`src/rtl/serial_frame_pkg.sv`:
```
// Shared definitions for the serial frame receiver.
//   state_e      : receiver FSM states (2-bit encoding)
//   SYNC_W_DEF   : default sync pattern width
//   SYNC_DEF     : default sync pattern, MSB received first
//   DATA_W_DEF   : default data word width
package serial_frame_pkg;

    typedef enum logic [1:0] {
        HUNT   = 2'd0,
        DATA   = 2'd1,
        PARITY = 2'd2
    } state_e;

    localparam int                      SYNC_W_DEF = 4;
    localparam logic [SYNC_W_DEF-1:0]   SYNC_DEF   = 4'b1011;
    localparam int                      DATA_W_DEF = 8;

endpackage

```
`src/rtl/sync_matcher.sv`:
```
// Sync pattern matcher: a shift window of the last SYNC_W-1 received bits
// plus a comparator against the incoming bit.
//   clk      : clock
//   rst      : synchronous active-high reset (clears the window)
//   clr      : synchronous clear of the window
//   shift_en : shift din into the window this cycle
//   din      : incoming serial bit
//   match    : combinational, {window, din} equals SYNC
module sync_matcher #(
    parameter int                SYNC_W = 4,
    parameter logic [SYNC_W-1:0] SYNC   = 4'b1011
) (
    input  logic clk,
    input  logic rst,
    input  logic clr,
    input  logic shift_en,
    input  logic din,
    output logic match
);

    // Only the newest SYNC_W-1 bits need storing; the current bit completes
    // the comparison window combinationally.
    logic [SYNC_W-2:0] hunt_reg;
    logic [SYNC_W-1:0] window;

    generate
        for (genvar gi = 0; gi < SYNC_W; gi++) begin : g_window
            if (gi == 0) begin : g_lsb
                assign window[gi] = din;
            end else begin : g_hist
                assign window[gi] = hunt_reg[gi-1];
            end
        end
    endgenerate

    assign match = (window == SYNC);

    always_ff @(posedge clk) begin
        if (rst || clr) begin
            hunt_reg <= '0;
        end else if (shift_en) begin
            hunt_reg <= window[SYNC_W-2:0];
        end
    end

endmodule

```
`src/rtl/serial_frame_rx.sv`:
```
// Serial frame receiver. Hunts for a sync pattern on din, shifts in a
// DATA_W-bit word MSB-first, then checks one even-parity bit.
//   clk   : clock, all state updates on the rising edge
//   rst   : synchronous active-high reset
//   din   : serial bit, one per clock (negedge-registered upstream)
//   dout  : last word received with good parity
//   valid : one-cycle pulse, dout updated with a good word
//   err   : one-cycle pulse, parity mismatch, frame dropped
//   busy  : high while inside a frame (DATA or PARITY)
module serial_frame_rx
    import serial_frame_pkg::*;
#(
    parameter int                SYNC_W = SYNC_W_DEF,
    parameter logic [SYNC_W-1:0] SYNC   = SYNC_DEF,
    parameter int                DATA_W = DATA_W_DEF
) (
    input  logic              clk,
    input  logic              rst,
    input  logic              din,
    output logic [DATA_W-1:0] dout,
    output logic              valid,
    output logic              err,
    output logic              busy
);

    localparam int               CNT_W    = (DATA_W > 1) ? $clog2(DATA_W) : 1;
    localparam logic [CNT_W-1:0] CNT_LAST = CNT_W'(DATA_W - 1);

    localparam logic [1:0] ST_HUNT   = 2'(HUNT);
    localparam logic [1:0] ST_DATA   = 2'(DATA);
    localparam logic [1:0] ST_PARITY = 2'(PARITY);

    logic [1:0]        state_reg, state_next;
    logic [CNT_W-1:0]  cnt_reg, cnt_next;
    logic [DATA_W-1:0] shreg_reg, shreg_next;
    logic [DATA_W-1:0] dout_reg, dout_next;
    logic              valid_reg, valid_next;
    logic              err_reg, err_next;
    logic              busy_reg, busy_next;
    logic              match;

    // The window only advances while hunting, so sync-like bit runs inside
    // a frame never disturb it; it is wiped on the parity bit so the next
    // hunt starts from a clean history.
    sync_matcher #(
        .SYNC_W (SYNC_W),
        .SYNC   (SYNC)
    ) u_sync_matcher (
        .clk      (clk),
        .rst      (rst),
        .clr      (state_reg == ST_PARITY),
        .shift_en (state_reg == ST_HUNT),
        .din      (din),
        .match    (match)
    );

    always_comb begin
        state_next = state_reg;
        cnt_next   = cnt_reg;
        shreg_next = shreg_reg;
        dout_next  = dout_reg;
        valid_next = 1'b0;
        err_next   = 1'b0;

        case (state_reg)
            ST_HUNT: begin
                if (match) begin
                    state_next = ST_DATA;
                    cnt_next   = '0;
                    shreg_next = '0;
                end
            end
            ST_DATA: begin
                shreg_next = {shreg_reg[DATA_W-2:0], din};
                cnt_next   = cnt_reg + 1'b1;
                if (cnt_reg == CNT_LAST) begin
                    state_next = ST_PARITY;
                end
            end
            ST_PARITY: begin
                // Even parity: data bits and parity bit XOR to zero.
                if (((^shreg_reg) ^ din) == 1'b0) begin
                    dout_next  = shreg_reg;
                    valid_next = 1'b1;
                end else begin
                    err_next   = 1'b1;
                end
                state_next = ST_HUNT;
            end
            default: begin
                state_next = ST_HUNT;
            end
        endcase

        busy_next = (state_next != ST_HUNT);
    end

    always_ff @(posedge clk) begin
        if (rst) begin
            state_reg <= ST_HUNT;
            cnt_reg   <= '0;
            shreg_reg <= '0;
            dout_reg  <= '0;
            valid_reg <= 1'b0;
            err_reg   <= 1'b0;
            busy_reg  <= 1'b0;
        end else begin
            state_reg <= state_next;
            cnt_reg   <= cnt_next;
            shreg_reg <= shreg_next;
            dout_reg  <= dout_next;
            valid_reg <= valid_next;
            err_reg   <= err_next;
            busy_reg  <= busy_next;
        end
    end

    assign dout  = dout_reg;
    assign valid = valid_reg;
    assign err   = err_reg;
    assign busy  = busy_reg;

endmodule
```
`config.mk`:
```
export PLATFORM = sky130hd
export DESIGN_NAME = serial_frame_rx
export DESIGN_NICKNAME = d
export VERILOG_FILES = /design/src/rtl/serial_frame_pkg.sv /design/src/rtl/sync_matcher.sv /design/src/rtl/serial_frame_rx.sv
export SDC_FILE = /design/constraint.sdc
export NUM_CORES = 1
export LEC_CHECK = 0
export CAP_MARGIN = 20
export CORE_MARGIN = 5
export CORE_UTILIZATION = 55
export DETAILED_ROUTE_END_ITERATION = 12
export PLACE_DENSITY = 0.8
export SYNTH_ARGS = -nofsm -noshare
export SYNTH_HDL_FRONTEND = slang
export SYNTH_SLANG_ARGS = --single-unit
```
`constraint.sdc`:
```
create_clock -name clk -period 5.6 [get_ports clk]
set_clock_uncertainty 0.1 [all_clocks]
set_input_delay 0.56 -clock clk [delete_from_list [all_inputs] [get_ports clk]]
set_output_delay 0.56 -clock clk [all_outputs]
set_load 0.05 [all_outputs]
```
==> out/results.ini <==
[route]
dr_wl_met3_um=86
initialDrtViolationCount=4
drt-wirelength-per-cell_um=12.95
via_count=768
route.top_layer_used=met4
ant_nets=0
dr_wl_met2_um=925
post_drt_via_cell_ratio=5.260
first_pass_iters=4
drc=0
detail_route.wirelength.met1_um=858
route.final.wire_length_mm=1.891

[min_path]
min_path_type=reg -> reg
worstHoldPathCells=2
hold_start=dout[7]
holdPathEnd=dout[7]

[place]
place_worst_setup_slack_ps=3114
dpl.hpwl_mm=1.320
placed_area_sq_um=1297
port_buffers=13
place.gp.congestion=0.7158

[pwr]
power.density_cell_area_nw_per_um2=216.1
ir_worst_vdd_mv=0.2057
static-leakage-power_uw=0.0004691
total_power_uw=286.4

[sta]
worst_hold_slack_ps=389.7
slew_headroom_pct=29.22
layout_worst_path_cycle_share_pct=38.49
min_clock_period_post_route_ps=2156
fin_ws_ps=3444
slew_viols_final=0
finalHoldViolations=0
max_slew.worst_pin.slew_ps=1058
aggregate_negative_setup_slack_ps=0
setup_violations=0
rsz_0062_raised_after_global_routing=false
achievable-frequency_mhz=463.9

[finish]
n_fill_cell=154
area.growth.synth_to_final_pct=14.61
design.final.nets=125
antenna_cells_inserted=0
layout_common_cells=27 x sky130_fd_sc_hd__dfxtp_1, 15 x sky130_fd_sc_hd__nor2_1, 13 x sky130_fd_sc_hd__clkdlybuf4s50_1
layout.cells.most_common=sky130_fd_sc_hd__dfxtp_1
ratio_of_cells_with_drive_above_1_in_the_final_layout_pct=15.97
final_design_area_no_fill_sq_um=1325

[clock_network]
cts.repair.resized=0
worstSkewPairLatency_ps=320
clk_pin_slew_worst_setup_hold_paths_ps=130
cts-root-to-sink-buffers=2
cts.sinks=27
ctsRootBufferMaster=sky130_fd_sc_hd__clkbuf_4
cts_max_level=1
cts_post_setup_buffers_inserted=0
tritoncts=yes
cts-hold-fix-buffers=0
cts-buffers-inserted=3

[global_routing]
antenna_found_initial=0
globalRoute.totalOverflow=0
grt_max_degree=36
first_global_vias=747
track_usage_pct=13.88
first_pass_grt_wire_length_mm=3.450

[die]
num_rows=16
core_area_sq_um=1982
top_level_ports=14
floorplan.die.height_um=55.85
dieArea_sq_um=3119
die_w_um=55.85
start_util_pct=58.33

[setup_path]
buffers_plus_inverters_on_the_worst_setup_path=1
worst_setup_path_end_kind=flip-flop
worst_r2r_endpoint=dout[6]
regToRegSetupSlack_ps=3630
timing.critical_path.max_delay_family=compound AO/OA/AOI/OAI gates
timing.critical_path.cells=clkdlybuf4s50_1 -> and4b_1 -> o21bai_1 -> a22oi_1 -> nor2_1
cpMaxStageDelayCell=sky130_fd_sc_hd__o21bai_1
critical_path.reg2reg.startpoint=shreg_reg[1]
criticalPathCategory=in -> reg
critical_path_peak_fanout=13
r2r.worst_path.cells=4
slowest_stage_delay_cp_ps=680
worstSetupStartpointType=primary input
crit_required_ps=5750
arrival_ps=2300

[synth]
synth_top_cells_by_area=sky130_fd_sc_hd__dfxtp_1 47%, sky130_fd_sc_hd__or2b_2 9.1%, sky130_fd_sc_hd__mux2i_1 7.8%, sky130_fd_sc_hd__a22oi_1 6.5%, sky130_fd_sc_hd__nor2_1 4.9%
synth_top_cell_area_share_pct=46.75
synth.cell_area_sq_um=1156
fraction_of_the_yosys_area_taken_by_sequential_cells_pct=46.75
synthesis.instances=108
net_count_synth=113
synth_area_per_cell_sq_um=10.70
netlist-cell-type-count=23
ys_ff_latch=27
yosysWarningCount=0
post-synth-top-area-cell=sky130_fd_sc_hd__dfxtp_1

[run_status]
outcome=finished clean

[flow_run]
drv.max_cap_violation_count=0

-- cell families (layout without fill, tap and decap cells) --
kind of cell	count (synthesis)	in the layout	synth area share, %
compound gates	15	15	9.091
mux	10	10	9.740
fa+ha+maj	2	2	2.164
flops	27	27	46.75
buf+inv	6	17	1.948
simple gates	42	42	23.27
xor+xnor	6	6	7.035
-- Yosys cell counts, drive strengths merged --
cell,count
dfxtp,27
nor2,15
or2b,15
a22oi,10
mux2i,10
clkbuf,6
nor3b,4
a21oi,3
nand2b,3
ha,2
xnor2,2
xnor3,2
xor2,2
a211oi,1
and3b,1
and4b,1
nor2b,1
nor3,1
o21bai,1
or2,1
-- how the worst max path moves through the flow --
stage,startpoint,end,slack [ps],cells after the start
3_5_place_dp,din,shreg_reg[7],3110,5
2_1_floorplan,shreg_reg[1],dout[0],3850,4
5_1_grt,din,shreg_reg[7],3240,5
6_report,din,shreg_reg[7],3440,5
4_1_cts,err,err,3430,1
3_3_place_gp,din,shreg_reg[0],3190,5
-- per-stage QoR --
stage          instances  utilization [%]
4_1_cts              146            66.86
6_report             146            66.86
2_1_floorplan        108                -
3_3_place_gp         142            65.47
3_5_place_dp         142            65.47
5_1_grt              146            66.86
-- layer usage --
metal	GRT usage, %	vias to the layer above
li1	-	395
met1	17.55	356
met2	22.47	13
met3	3.248	4
met4	6.102	0
met5	0	-
-- worst register-to-register path: stages (launching register included) --
cell and delay (ps):
sky130_fd_sc_hd__dfxtp_1 400, sky130_fd_sc_hd__xnor3_1 470, sky130_fd_sc_hd__or2_2 320, sky130_fd_sc_hd__mux2i_4 370, sky130_fd_sc_hd__mux2i_1 240
-- cell type report --
class / instances / area (sq um) / share of cell area, %
Multi-Input combinational cell: 75 / 593.1 / 44.76
Sequential cell: 27 / 540.5 / 40.79
Timing Repair Buffer: 13 / 130.1 / 9.821
Tap cell: 27 / 33.78 / 2.550
Clock buffer: 3 / 22.52 / 1.700
Clock inverter: 1 / 5.005 / 0.3777
-- power breakdown --
part | total [uW] | internal (uW) | switching, uW
clock network | 82.1 | 26.8 | 55.3
registers | 194 | 193 | 0.721
logic | 10.3 | 4.32 | 6.02
total | 286 | 224 | 62.0
(Power assumes the default switching activity.)
